### src/rtl/adder_serial.sv
// Bit-serial adder/subtractor: processes SLICE bits per clock, LSB slice first,
// and publishes s/co/ovf atomically once the last slice has been added.
module adder_serial_slice #(
  parameter int SLICE = 2
) (
  input  logic [SLICE-1:0] a,
  input  logic [SLICE-1:0] b,
  input  logic             ci,
  output logic [SLICE-1:0] s,
  output logic             co
);
  assign {co, s} = {1'b0, a} + {1'b0, b} + {{SLICE{1'b0}}, ci};
endmodule

module adder_serial #(
  parameter int WIDTH = 8,
  parameter int SLICE = 2
) (
  input  logic             clk,
  input  logic             rst_n,
  input  logic             start,
  input  logic             sub,
  input  logic [WIDTH-1:0] a,
  input  logic [WIDTH-1:0] b,
  input  logic             ci,
  output logic             busy,
  output logic             done,
  output logic [WIDTH-1:0] s,
  output logic             co,
  output logic             ovf
);
  localparam int N  = WIDTH / SLICE;
  localparam int CW = (N > 1) ? $clog2(N) : 1;
  localparam logic [CW-1:0] LAST = CW'(N - 1);

  localparam logic [1:0] IDLE = 2'd0;
  localparam logic [1:0] RUN  = 2'd1;
  localparam logic [1:0] DONE = 2'd2;

  logic [1:0]                  state;
  logic [N-1:0][SLICE-1:0]     a_r, b_r, sum_r, sum_nxt;
  logic                        carry, sub_r;
  logic [CW-1:0]               cnt;
  logic [SLICE-1:0]            sl_sum;
  logic                        sl_co;
  logic                        msb_ci;

  // b is stored pre-inverted for subtract so the datapath is always an add
  adder_serial_slice #(.SLICE(SLICE)) u_slice (
    .a  (a_r[cnt]),
    .b  (b_r[cnt]),
    .ci (carry),
    .s  (sl_sum),
    .co (sl_co)
  );

  always_comb begin
    sum_nxt      = sum_r;
    sum_nxt[cnt] = sl_sum;
  end

  // carry into the MSB recovered from the MSB sum bit (valid on the last slice)
  assign msb_ci = a_r[N-1][SLICE-1] ^ b_r[N-1][SLICE-1] ^ sl_sum[SLICE-1];

  always_ff @(posedge clk or negedge rst_n) begin
    if (!rst_n) begin
      state <= IDLE;
      a_r   <= '0;
      b_r   <= '0;
      sum_r <= '0;
      carry <= 1'b0;
      sub_r <= 1'b0;
      cnt   <= '0;
      s     <= '0;
      co    <= 1'b0;
      ovf   <= 1'b0;
    end else begin
      case (state)
        IDLE: if (start) begin
          a_r   <= a;
          b_r   <= b ^ {WIDTH{sub}};
          carry <= ci ^ sub;
          sub_r <= sub;
          sum_r <= '0;
          cnt   <= '0;
          state <= RUN;
        end
        RUN: begin
          sum_r <= sum_nxt;
          carry <= sl_co;
          if (cnt == LAST) begin
            s     <= sum_nxt;
            co    <= sl_co ^ sub_r;
            ovf   <= msb_ci ^ sl_co;
            state <= DONE;
          end else begin
            cnt <= cnt + 1'b1;
          end
        end
        DONE:    state <= IDLE;
        default: state <= IDLE;
      endcase
    end
  end

  assign busy = (state == RUN);
  assign done = (state == DONE);
endmodule

### config.mk
export PLATFORM = sky130hd
export DESIGN_NAME = adder_serial
export DESIGN_NICKNAME = d
export VERILOG_FILES = /design/src/rtl/adder_serial.sv
export SDC_FILE = /design/constraint.sdc
export NUM_CORES = 1
export LEC_CHECK = 0
export ABC_AREA = 1
export CORE_MARGIN = 3
export CORE_UTILIZATION = 43
export DETAILED_ROUTE_END_ITERATION = 12
export MAX_ROUTING_LAYER = met4
export PLACE_DENSITY = 0.67
export SYNTH_ARGS = -nofsm -noshare
export SYNTH_HDL_FRONTEND = slang
export SYNTH_SLANG_ARGS = --single-unit
### constraint.sdc
create_clock -name clk -period 7.29 [get_ports clk]
set_clock_uncertainty 0.05 [all_clocks]
set_input_delay 1.458 -clock clk [delete_from_list [all_inputs] [get_ports clk]]
set_output_delay 1.458 -clock clk [all_outputs]
set_load 0.05 [all_outputs]
==> qor.csv <==
metric;value;unit
outcome;finished clean;
period_needed;3.38;ns
crit_family;buffers and inverters;
whs_path_depth;2;
intPower;616;uW
final_cell_mix;nand2_1, dfrtp_1, clkdlybuf4s50_1, nand3_1;
maxCapViolations;0;
synth_seq_cells;38;
design_area;2340;um^2
cts.path.max_buffers;2;
min-delay-start;s[1]$_DFFE_PN0P_;
cts_tree;yes;
leakage;0.00117;uW
vias;1499;
cts-root-buf;clkbuf_8;
die_area;5220;um^2
diodes;0;
setup.worst_path.end_class;output port;
routed_wl;3510;um
syn-cell-area;1890;um^2
path_cells;inv_2 -> nand2_4 -> inv_2 -> clkdlybuf4s50_1;
crit_top_cell;inv_2;
die_w;72.2;um
gp_congestion;0.856;
power.density;505;nW/um^2
path_class;flop to output port;
cts-hold-fix-buffers;0;
grt_pass1_vias;1373;
rrSetupSlack;4.63;ns
port-buffer-count;32;
start_util;0.458;
dr.pass1.iters;4;
htree_levels;2;
synthToLayoutAreaGrowth;23.8;%
hold_path_end;s[1]$_DFFE_PN0P_;
post_cts_resized;0;
reg2regPathDepth;12;
clock-sinks;38;
routedWlPerCell;11.1;um
synth.distinct_cells;21;
route.antenna.remaining_nets;0;
vias_per_cell;4.76;
cp.required;5.78;ns
final_util;0.568;
antenna_found_initial;0;
rows;23;
die_h;72.2;um
switchingPower;563;uW
peakVddDrop;0.189;mV
cpPeakStageDelay;0.83;ns
postSynthAreaPerCell;8.20;um^2
grt_pass1_wl;6120;um
synth_top_cell_by_area;dfrtp_1;
post_cts_buffers;0;
yosysWarnings;0;
setup_violations;0;
fmax;296;MHz
setup_tns;0;ns
p_clk_frac;0.127;
boundaryPins;33;
coreArea;4120;um^2
switching_share;0.478;
syn_inst;230;
drive_above_1_share;0.0642;
worstHoldPathType;flop to flop;
gr-total-overflow;0;
clk_pin_slew;0.08;ns
final_hold_viol_count;0;
drc;0;
final_common_cell;nand2_1;
r2r-end;ovf$_DFFE_PN0P_;
drtIter0Drc;120;
fin_nets;291;
cts_made_buffers;5;
combPwrFrac;0.556;
post-route-period-util;0.463;
synth_area_leaders;dfrtp_1, nand2_1, xnor2_1;
grt_start_max_net_pins;39;
path_buf_inv;3;
critPathLaunchType;flop;
dpl.hpwl;2480;um
grt_usage;0.155;
slew_headroom;0.656;
clk_latency;0.29;ns
crit-reg2reg-launch;cnt[0]$_DFFE_PN0P_;
cp_data_arrival_time;1.87;ns
rsz0062_at_grt;false;
placed_area;2240;um^2
cp_slowest_cell;clkdlybuf4s50_1;
synth_top_area_frac;0.504;
synth_seq_area_share;0.504;
tightestPinTransition;0.514;ns
hold_ws;0.428;ns
slew_violations;0;
syn_nets;257;
critPathMaxFanout;9;
pwr-share-seq;0.317;
power.total;1180;uW
-- cell families (layout without fill, tap and decap cells) --
group | Yosys count | after routing | synth area share
adders and majority gates | 6 | 6 | 0.0477
DFF | 38 | 38 | 0.504
buffers and inverters | 20 | 55 | 0.0484
and+or+nand+nor | 132 | 132 | 0.288
xor gates and xnor gates | 10 | 10 | 0.0464
AOI/OAI and AO/OA | 24 | 24 | 0.0657
-- power groups by stage --
stage          Combinational, uW  Sequential, uW  Clock (uW)
4_1_cts                      664             375         157
2_1_floorplan                411             456           0
3_3_place_gp                 657             375           0
5_1_grt                      747             387         164
3_5_place_dp                 664             379           0
6_report                     655             373         150
-- registers in the layout (all words and copies together), names as in the netlist, 2 cells and up --
signal and count:
a_r 8, b_r 8, cnt 2, s 8
state 2, sum_r 6
-- routing by layer --
layer  up-vias  part of all wire  track usage
met3         4             0.060       0.0429
met2        41              0.44        0.232
li1        783                 -            -
met4         0             0.013       0.0564
met1       671              0.48        0.202
met5         -                 0            -
-- worst max path at each step --
stage                          from    to  cells after the start  slack [ns]
2_1_floorplan  state[0]$_DFFE_PN0P_  done                      1        4.71
3_3_place_gp   state[1]$_DFFE_PN0P_  busy                      4        4.26
3_5_place_dp   state[1]$_DFFE_PN0P_  busy                      4        4.23
4_1_cts        state[1]$_DFFE_PN0P_  busy                      4        3.90
5_1_grt        state[1]$_DFFE_PN0P_  busy                      4        3.83
6_report       state[1]$_DFFE_PN0P_  busy                      4        3.91
-- per-stage QoR --
stage               setup slack [ns]  std cells
finish                          3.91        315
global route                    3.83        315
CTS                             3.90        315
detailed placement              4.23        307
global placement                4.26        307
floorplan                       4.71        230
-- synth_stat cells --
| cell type | number |
|---|---|
| a21oi_1 | 10 |
| buf_2 | 5 |
| buf_6 | 1 |
| dfrtp_1 | 38 |
| fa_1 | 2 |
| ha_1 | 4 |
| inv_1 | 11 |
| inv_2 | 2 |
| inv_4 | 1 |
| nand2_1 | 104 |
| nand2_2 | 2 |
| nand2_4 | 1 |
| nand3_1 | 13 |
| nor2_1 | 10 |
| nor2_8 | 1 |
| o21ai_0 | 11 |
| o21ai_1 | 2 |
| o21ai_2 | 1 |
| or2_1 | 1 |
| xnor2_1 | 8 |
| xor2_1 | 2 |
-- tightest hold or removal path, stage by stage, from the launching register on --
cell and delay, ns:
dfrtp_1 0.34, nand2_1 0.05, nand2_1 0.05
-- cell type report --
| class | count | area (um^2) |
|---|---|---|
| Clock buffer | 6 | 82.6 |
| Clock inverter | 2 | 12.5 |
| Fill cell | 403 | 1780 |
| Inverter | 14 | 55.1 |
| Multi-Input combinational cell | 172 | 845 |
| Sequential cell | 38 | 951 |
| Tap cell | 50 | 62.6 |
| Timing Repair Buffer | 33 | 328 |
(Power assumes the default switching activity.)
